## src/rtl/sdram_page_sched.sv

```systemverilog
`default_nettype none
// ============================================================================
// Module   : sdram_page_sched
// Purpose  : Page-level scheduler in front of the SDRAM page controller.
//            Treats the SDRAM region as a circular buffer of pages. It
//            issues full-page writes from the inbound FIFO and full-page
//            reads into the outbound FIFO. When both directions are
//            eligible it arbitrates round-robin.
// Ports    : clk, reset_n            - clock, async active-low reset
//            enable, clear           - host control (sampled in S_IDLE)
//            wr_level, rd_space      - inbound FIFO fill / outbound FIFO room
//            cmd_pagewrite/pageread  - registered page requests
//            rowaddr                 - row of the current request
//            cmd_ack, cmd_done       - controller handshake pulses
//            pages_used, full, empty - buffer fill state (registered)
//            busy                    - scheduler not idle
//            pages_written/read      - statistics counters
// Config   : define SDRAM_SCHED_STATS_EN to build the statistics counters.
//            When it is undefined, both statistics outputs read 0.
// Revision : 1.0 - initial release
// ============================================================================
module sdram_page_sched #(
    parameter int          PAGE_WORDS = 512,
    parameter logic [14:0] BASE_ROW   = 15'd0,
    parameter logic [15:0] NUM_PAGES  = 16'd32768
) (
    input  logic        clk,
    input  logic        reset_n,
    input  logic        enable,
    input  logic        clear,
    input  logic [10:0] wr_level,
    input  logic [10:0] rd_space,
    output logic        cmd_pagewrite,
    output logic        cmd_pageread,
    output logic [14:0] rowaddr,
    input  logic        cmd_ack,
    input  logic        cmd_done,
    output logic [15:0] pages_used,
    output logic        full,
    output logic        empty,
    output logic        busy,
    output logic [31:0] pages_written,
    output logic [31:0] pages_read
);

    typedef enum logic [1:0] {
        S_IDLE   = 2'd0,
        S_REQ    = 2'd1,
        S_WAIT   = 2'd2,
        S_SETTLE = 2'd3
    } state_t;

    localparam logic [10:0] c_page_words = 11'(PAGE_WORDS);
    localparam logic [15:0] c_last_page  = NUM_PAGES - 16'd1;
    localparam logic        c_op_read    = 1'b0;
    localparam logic        c_op_write   = 1'b1;

    state_t      r_state,   w_state;
    logic [14:0] r_wr_ptr,  w_wr_ptr;
    logic [14:0] r_rd_ptr,  w_rd_ptr;
    logic [15:0] r_used,    w_used;
    logic        r_full,    w_full;
    logic        r_empty,   w_empty;
    logic        r_busy,    w_busy;
    logic        r_last_op, w_last_op;
    logic        r_pw,      w_pw;
    logic        r_pr,      w_pr;
    logic [14:0] r_row,     w_row;
    logic        r_wr_elig, w_wr_elig;
    logic        r_rd_elig, w_rd_elig;
    logic        w_idle_clear;
    logic        w_grant_wr;
    logic        w_grant_rd;
    logic        w_done_wr;
    logic        w_done_rd;

    function automatic logic [14:0] f_next_ptr(input logic [14:0] p);
        return ({1'b0, p} == c_last_page) ? 15'd0 : p + 15'd1;
    endfunction

    // Eligibility is registered, so a grant in S_IDLE uses flags sampled one
    // edge earlier. S_SETTLE exists so that, after a transfer, this sample
    // sees the updated FIFO levels and the updated full/empty flags.
    // A clear in progress masks the sample. Otherwise a stale flag could
    // grant a read from a buffer that was just emptied.
    assign w_idle_clear = (r_state == S_IDLE) && clear;
    assign w_wr_elig = enable && !r_full  && (wr_level >= c_page_words) && !w_idle_clear;
    assign w_rd_elig = enable && !r_empty && (rd_space >= c_page_words) && !w_idle_clear;

    // Live enable also gates the grant, so that dropping enable takes effect
    // without an extra cycle of lag.
    assign w_grant_wr = r_wr_elig && enable && (!r_rd_elig || (r_last_op == c_op_read));
    assign w_grant_rd = r_rd_elig && enable && !w_grant_wr;

    assign w_done_wr = (r_state == S_WAIT) && cmd_done && (r_last_op == c_op_write);
    assign w_done_rd = (r_state == S_WAIT) && cmd_done && (r_last_op == c_op_read);

    always_comb begin
        w_state   = r_state;
        w_wr_ptr  = r_wr_ptr;
        w_rd_ptr  = r_rd_ptr;
        w_used    = r_used;
        w_last_op = r_last_op;
        w_pw      = r_pw;
        w_pr      = r_pr;
        w_row     = r_row;
        case (r_state)
            S_IDLE: begin
                if (clear) begin
                    w_wr_ptr = 15'd0;
                    w_rd_ptr = 15'd0;
                    w_used   = 16'd0;
                end else if (w_grant_wr) begin
                    w_pw      = 1'b1;
                    w_row     = BASE_ROW + r_wr_ptr;
                    w_last_op = c_op_write;
                    w_state   = S_REQ;
                end else if (w_grant_rd) begin
                    w_pr      = 1'b1;
                    w_row     = BASE_ROW + r_rd_ptr;
                    w_last_op = c_op_read;
                    w_state   = S_REQ;
                end
            end
            S_REQ: begin
                if (cmd_ack) begin
                    w_pw    = 1'b0;
                    w_pr    = 1'b0;
                    w_state = S_WAIT;
                end
            end
            S_WAIT: begin
                if (cmd_done) begin
                    w_state = S_SETTLE;
                    if (r_last_op == c_op_write) begin
                        w_wr_ptr = f_next_ptr(r_wr_ptr);
                        w_used   = r_used + 16'd1;
                    end else begin
                        w_rd_ptr = f_next_ptr(r_rd_ptr);
                        w_used   = r_used - 16'd1;
                    end
                end
            end
            S_SETTLE: w_state = S_IDLE;
            default:  w_state = S_IDLE;
        endcase
        w_full  = (w_used == NUM_PAGES);
        w_empty = (w_used == 16'd0);
        w_busy  = (w_state != S_IDLE);
    end

    always_ff @(posedge clk or negedge reset_n) begin
        if (!reset_n) begin
            r_state   <= S_IDLE;
            r_wr_ptr  <= 15'd0;
            r_rd_ptr  <= 15'd0;
            r_used    <= 16'd0;
            r_full    <= 1'b0;
            r_empty   <= 1'b1;
            r_busy    <= 1'b0;
            r_last_op <= c_op_read;
            r_pw      <= 1'b0;
            r_pr      <= 1'b0;
            r_row     <= BASE_ROW;
            r_wr_elig <= 1'b0;
            r_rd_elig <= 1'b0;
        end else begin
            r_state   <= w_state;
            r_wr_ptr  <= w_wr_ptr;
            r_rd_ptr  <= w_rd_ptr;
            r_used    <= w_used;
            r_full    <= w_full;
            r_empty   <= w_empty;
            r_busy    <= w_busy;
            r_last_op <= w_last_op;
            r_pw      <= w_pw;
            r_pr      <= w_pr;
            r_row     <= w_row;
            r_wr_elig <= w_wr_elig;
            r_rd_elig <= w_rd_elig;
        end
    end

`ifdef SDRAM_SCHED_STATS_EN
    logic [31:0] r_pages_written;
    logic [31:0] r_pages_read;

    always_ff @(posedge clk or negedge reset_n) begin
        if (!reset_n) begin
            r_pages_written <= 32'd0;
            r_pages_read    <= 32'd0;
        end else if (w_idle_clear) begin
            r_pages_written <= 32'd0;
            r_pages_read    <= 32'd0;
        end else begin
            if (w_done_wr) r_pages_written <= r_pages_written + 32'd1;
            if (w_done_rd) r_pages_read    <= r_pages_read + 32'd1;
        end
    end

    assign pages_written = r_pages_written;
    assign pages_read    = r_pages_read;
`else
    logic w_unused_stats;
    assign w_unused_stats = w_done_wr ^ w_done_rd;
    assign pages_written  = 32'd0;
    assign pages_read     = 32'd0;
`endif

    assign cmd_pagewrite = r_pw;
    assign cmd_pageread  = r_pr;
    assign rowaddr       = r_row;
    assign pages_used    = r_used;
    assign full          = r_full;
    assign empty         = r_empty;
    assign busy          = r_busy;

endmodule
`default_nettype wire

```

## config.mk

```make
export PLATFORM = sky130hd
export DESIGN_NAME = sdram_page_sched
export DESIGN_NICKNAME = d
export VERILOG_FILES = /design/src/rtl/sdram_page_sched.sv
export SDC_FILE = /design/constraint.sdc
export NUM_CORES = 1
export LEC_CHECK = 0
export CORE_MARGIN = 2
export CORE_UTILIZATION = 44
export CTS_CLUSTER_DIAMETER = 30
export DETAILED_ROUTE_END_ITERATION = 10
export HOLD_SLACK_MARGIN = 0.12
export PLACE_DENSITY = 0.89
export SYNTH_ARGS = -nofsm -noshare
export SYNTH_HDL_FRONTEND = slang
export SYNTH_SLANG_ARGS = --single-unit
```

## constraint.sdc

```tcl
create_clock -name clk -period 3 [get_ports clk]
set_input_delay 0.6 -clock clk [delete_from_list [all_inputs] [get_ports clk]]
set_output_delay 0.6 -clock clk [all_outputs]
set_load 0.1 [all_outputs]
```

==> Word-level counts from Yosys, hierarchy flattened <==
Cells that the tools add are included.
Widths: inputs -> output; s select.
{ "classes": {"bitwise_logic": 2, "addsub": 4, "n_eq_ne": 15, "muxes": 31, "n_lt_le_gt_ge": 2, "n_reduce_logical": 28} }
{ "ops": {"columns": ["op", "count"], "rows": [
  ["$mux 15", 9],
  ["$pmux 15 s2", 2],
  ["$mux 16", 3],
  ["$pmux 16 s2", 1],
  ["$add 15x1->15 const B", 2],
  ["$eq 15x15->1 const B", 2],
  ["$ge 11x10->1 const B", 2],
  ["$ne 2x2->1 const B", 9],
  ["$add 16x1->16 const B", 1],
  ["$eq 16x16->1 const B", 1],
  ["$logic_not 16->1", 1],
  ["$sub 16x1->16 const B", 1],
  ["$reduce_and 4->1", 3],
  ["$logic_and 1x1->1", 11],
  ["$mux 2", 5],
  ["$mux 1", 8],
  ["$pmux 2 s4", 1],
  ["$reduce_bool 2->1", 4],
  ["$logic_not 1->1", 5],
  ["$reduce_and 5->1", 1],
  ["$eq 2x2->1 const B", 2],
  ["$pmux 1 s2", 2],
  ["$reduce_and 3->1", 1],
  ["$eq 2x1->1 const B", 1],
  ["3 further kinds", 4]
]} }
{ "totals": {"output_inout_bits": 100, "wordCells": 95, "ff_bits": 71, "input_bits": 28} }

==> Logic depth before layout (Yosys ltp) <==
Gate-level depths: netlist of run 1.
{ "depth": {"word_depth": 10, "mapped_depth": 12, "mapped_depth_nobuf": 10} }

==> Worst setup path before layout of run 1 <==
No wires, ideal clock.
{ "synth_timing": {"path_kind": "register to register", "startpoint": "reg r_used[1], in the netlist pages_used[1]", "endpoint": "reg r_full, in the netlist full", "arrival_ns": 3.080, "period_less_slack_ns": 3.209, "path_buffers": 0, "path_slack_ns": -0.209, "required_ns": 2.872, "setup_time_ns": 0.128, "stages_incl_launch_ff": 10, "cell_sequence": "dfrtp_1 -> ha_1 -> a211oi_4 -> o21ai_2 -> a31oi_4 -> a211oi_1 -> or4_4 -> a31o_1 -> a21o_2 -> nor3b_1"} }
{ "synth_via": {"elab_chain_len": 5, "elab_cells_between_ends": 7, "classes_between": "2 x add/sub; 1 x eq/ne; 4 x mux"} }
{ "synth_lines": {"columns": ["item", "line_no", "rtl"], "rows": [
  ["start, declared", "61", "logic [15:0] r_used, w_used;"],
  ["start signal, assigned", "171", "r_used <= w_used;"],
  ["$sub 16x1->16 / $add 16x1->16 (equally long branches)", "140, 137", null],
  ["$mux 16 *", "135", "if (r_last_op == c_op_write) begin"],
  ["$mux 16 *", "133", "if (cmd_done) begin"],
  ["$pmux 16 s2 *", "107", "case (r_state)"],
  ["net w_used[15]", "61", null],
  ["$eq 16x16->1 *", "147", "w_full = (w_used == NUM_PAGES);"],
  ["net w_full", "62", "logic r_full, w_full;"],
  ["end signal, assigned", "172", "r_full <= w_full;"],
  ["end, declared", "62", null]
]} }
Mark *: on every way through the listed nets, which the timed path passes. The rest lies on a longest branch.
A chain may end at the register's enable or synchronous reset.

==> Final worst setup path of run 1 <==
{ "layout_timing": {"startpoint": "reg r_last_op", "endpoint": "reg r_full, in the netlist full"} }
{ "layout_via": {"elab_chain_len": 4} }
{ "layout_lines": {"columns": ["item", "line_no", "rtl"], "rows": [
  ["start, declared", "65", "logic r_last_op, w_last_op;"],
  ["start signal, assigned", "161", "r_last_op <= c_op_read;"],
  ["start signal, assigned", "175", "r_last_op <= w_last_op;"],
  ["$mux 16", "135", null],
  ["$mux 16", "133", null],
  ["$pmux 16 s2", "107", null],
  ["net w_used[15]", "61", null],
  ["$eq 16x16->1", "147", null],
  ["net w_full", "62", null]
]} }
The timed path passes the listed nets, and every way through them passes these cells.

==> results of run 1 <==
==> power groups by stage <==
stage | combinational (mW) | clock (mW) | sequential (mW)
4_1_cts | 4.16 | 0.722 | 1.46
5_1_grt | 4.49 | 0.758 | 1.50
3_3_place_gp | 4.06 | 0 | 1.47
3_5_place_dp | 4.14 | 0 | 1.48
2_1_floorplan | 1.99 | 0 | 2.81
6_report | 4.24 | 0.716 | 1.47
==> flip-flops by register name, indices dropped and copies added (netlist names), 2 cells and up <==
| register | flops |
|---|---|
| r_rd_ptr | 15 |
| r_wr_ptr | 15 |
| r_state | 2 |
| rowaddr | 15 |
| pages_used | 16 |
==> routing by layer <==
| layer | share of wire (%) | global-route usage, % | vias to the layer above |
|---|---|---|---|
| met3 | 8.0 | 4.35 | 23 |
| met2 | 49 | 32.3 | 192 |
| li1 | - | - | 1850 |
| met1 | 42 | 25.9 | 1926 |
| met4 | 1.6 | 5.92 | 0 |
| met5 | 0 | 0 | - |
==> final timing paths <==
path	startpoint	to	slack [ns]
setup / recovery	r_last_op$_DFFE_PN0P_	full$_DFF_PN0_	0.15
hold / removal	reset_n	rowaddr[13]$_DFFE_PN0P_	0.21
setup reg to reg	r_last_op$_DFFE_PN0P_	full$_DFF_PN0_	0.15
hold reg to reg	full$_DFF_PN0_	r_wr_elig$_DFF_PN0_	0.48
max in group asynchronous	reset_n	empty$_DFF_PN1_	1.96
min in group clk	full$_DFF_PN0_	r_wr_elig$_DFF_PN0_	0.48
==> synthesized netlist by cell type, types with 9 or more instances <==
master,instances
sky130_fd_sc_hd__dfrtp_1,70
sky130_fd_sc_hd__buf_4,64
sky130_fd_sc_hd__nand2_1,48
sky130_fd_sc_hd__nor2_1,46
sky130_fd_sc_hd__o21ai_0,41
sky130_fd_sc_hd__a21oi_1,40
sky130_fd_sc_hd__mux2i_1,17
sky130_fd_sc_hd__ha_1,16
sky130_fd_sc_hd__nand3_1,14
sky130_fd_sc_hd__nor3_1,14
sky130_fd_sc_hd__clkbuf_1,13
sky130_fd_sc_hd__o31ai_1,9
sky130_fd_sc_hd__xnor2_1,9
==> critical path: cells and delay by family, from the launching register on <==
| family | cells | cell delay (ns) |
|---|---|---|
| flops | 1 | 0.41 |
| buf+inv | 2 | 0.33 |
| compound gates | 5 | 0.89 |
| simple gates | 3 | 0.78 |
| fa+ha+maj | 1 | 0.30 |
==> cells by family after synthesis <==
group                      count (synthesis)  synth area share (%)
xor gates and xnor gates                  13                  2.49
adders and majority gates                 17                  4.81
AOI/OAI and AO/OA                        142                  19.9
muxes                                     17                  3.72
and+or+nand+nor                          168                  17.7
DFF                                       71                  38.8
other                                      1                0.0819
buffers and inverters                     88                  12.5
==> layout make-up <==
class	count	area, sq um
Fill cell	942	5080
Multi-Input combinational cell	421	2490
Sequential cell	71	1790
Timing Repair Buffer	63	490
Tap cell	136	170
Clock buffer	10	138
Clock inverter	6	43.8
Inverter	8	32.5
==> stage by stage <==
stage          total power, mW  TNS (ns)  hold WS [ns]  area [sq um]  cells
6_report                  6.42         0         0.214          5150    715
5_1_grt                   6.75   -0.0228         0.246          5150    715
4_1_cts                   6.35         0         0.228          5120    714
3_5_place_dp              5.62         0         0.472          4940    698
3_3_place_gp              5.52         0         0.483          4940    698
2_1_floorplan             4.80         0         0.304          4830    580
==> what timing repair did <==
item / in CTS / in global routing
hold buffers: 0 / 0
gates resized for setup: 0 / 6
setup endpoints to repair: 0 / 2
buffers inserted: 0 / 1
==> metrics.md, run 1 <==
| Metric | Value |
|---|---|
| Run status | `completed` |
| Final worst path period share | `94.9%` |
| Number of warnings issued by yosys | `0` |
| Vias in the first global route | `3713` |
| Clock Skew | `around 0.012 ns` |
| Worst slew pin tran | `0.669 ns` |
| Drt initial violations | `277` |
| Netlist cell types | `59` |
| Post-synthesis instance total | `517` |
| DIE AREA | `11200 sq um` |
| Final RePlAce weighted congestion | `roughly 0.94` |
| Part of the power in combinational logic | `66.0%` |
| Antenna Violating Nets Remaining | `0` |
| Internal power contribution | `approximately 2.7 mW` |
| Sequential power share | `22.9%` |
| Detailed Route WL | `10.8 mm` |
| Top-area cell type share of the netlist area | `38.3%` |
| Top achievable clock speed | `351 MHz` |
| Fraction of synthesis flops using an asynchronous set or reset pin | `100%` |
| Minimum setup slack in the final design | `0.152 ns` |
| # diodes | `0` |
| Die span in x | `106 microns` |
| Num rows | `37` |
| Total Nets Final | `619` |
| Count of final hold-check violations | `0` |
| Dpl ws | `0.0680 ns` |
| CTS tree | `built` |
| Ordered cell list for the critical path | `inv_4 > buf_4 > ha_1 > nand4_1 > o211ai_1 > a21oi_2 > a211oi_1 > or4_4 > a31o_1 > a21o_2 > nor3b_1` |
| Maximum number of buffers from clock root to sink | `2` |
| Proportion of layout cells with a drive suffix above 1 | `between 10% and 20%` |
| Maximum fanout count along the critical path | `12` |
| Most common cell after layout, fill and taps aside | `sky130_fd_sc_hd__conb_1` |
| Slew Limit Headroom | `54.9%` |
| Reg2Reg Depth | `11` |
| Initial antenna violation count | `0` |
| First-pass GRT wire length | `17.9 mm` |
| Area growth from synthesis to layout | `12.5%` |
| Mean post-synth cell area | `8.86 sq um` |
| Largest area contributor in the synthesized netlist | `sky130_fd_sc_hd__dfrtp_1` |
| Crit path arrival time | `3.09 ns` |
| Portion of the post-synthesis area used by sequential elements | `38.8%` |
| Delay of the slowest cell on the worst path | `0.49 ns` |
| Number of placed I/O pins | `128` |
| DP Wirelength | `between 7 and 8 mm` |
| Routed vias | `3991` |
| Number of vias per cell after detailed routing | `5.58` |
| Number of sinks handled by clock tree synthesis | `71` |
| Leakage Power | `2.30 nW` |
| Combined area of all synthesized cells | `4580 sq um` |
| Initial core utilization | `between 40% and 50%` |
| Inserted Clock Buffers | `9` |
| Fraction of the core area covered by cells at the end of the flow | `50.4%` |
| Number of synthesized register bits | `71` |
| Number of buffers inserted by port buffering | `45` |
| P_sw | `3.77 mW` |
| Critical Path End Type | `flip-flop` |
| Class of the most critical setup path | `flip-flop to flip-flop` |
| Final Max Slew Viols | `0` |
| Max Cap Viol | `0` |
| Ratio of total power to cell area | `around 1200 nW/um^2` |
| Commonest cells after routing, fill and taps aside | `64 x sky130_fd_sc_hd__conb_1, 60 x sky130_fd_sc_hd__dfrtp_1, 54 x sky130_fd_sc_hd__buf_4` |
| Pre-antenna DRT Iters | `4` |
| Height of the chip | `around 110 microns` |
| Type of origin of the critical path | `flip-flop` |
| Share of power burned in the clock network | `11.1%` |
| DRC | `0` |
| Clock edge transition at the registers on the reported setup and hold paths | `0.08 ns` |
| Critical path data required time | `3.25 ns` |
| Core area | `a little over 10000 sq um` |
| Class of the tightest hold or removal check | `input pin to asynchronous set/reset pin` |
| Main flop type after synthesis | `sky130_fd_sc_hd__dfrtp_1` |
| Overall Global Routing Usage | `about a fifth` |
| Total congestion overflow | `0` |
| Average wire length per cell after detail routing | `15.1 microns` |
| Fraction of power spent switching nets | `between 50% and 60%` |
| Largest vdd supply drop | `891 uV` |
| Leading cell types by total area after synthesis | `sky130_fd_sc_hd__dfrtp_1 38%, sky130_fd_sc_hd__buf_4 10%, sky130_fd_sc_hd__o21ai_0 4.5%` |
| Clk_lat worst skew | `approximately 0.37 ns` |
| Final setup violation count | `0` |
| Number of flops mapped to enable cells by yosys | `0` |
| H-Tree Level Count | `3` |
| Crit path time final | `2.85 ns` |
| Pin count of the biggest net entering global routing | `31` |
| Root buf cell | `sky130_fd_sc_hd__clkbuf_8` |
| Standard cell with the maximum stage delay on the critical path | `sky130_fd_sc_hd__or4_4` |
No activity file was read; power rests on OpenSTA's default activity.
==> run 2: changes to the inputs <==
--- a/config.mk
+++ b/config.mk
@@ -5,12 +5,14 @@
 export SDC_FILE = /design/constraint.sdc
 export NUM_CORES = 1
 export LEC_CHECK = 0
+export ABC_CLOCK_PERIOD_IN_PS = 3000
 export CORE_MARGIN = 2
 export CORE_UTILIZATION = 44
 export CTS_CLUSTER_DIAMETER = 30
 export DETAILED_ROUTE_END_ITERATION = 10
 export HOLD_SLACK_MARGIN = 0.12
 export PLACE_DENSITY = 0.89
+export SKIP_LAST_GASP = 1
 export SYNTH_ARGS = -nofsm -noshare
 export SYNTH_HDL_FRONTEND = slang
 export SYNTH_SLANG_ARGS = --single-unit
==> results of run 2 <==
Same layout as run 1: the final DEF is identical, and so are final timing and power.
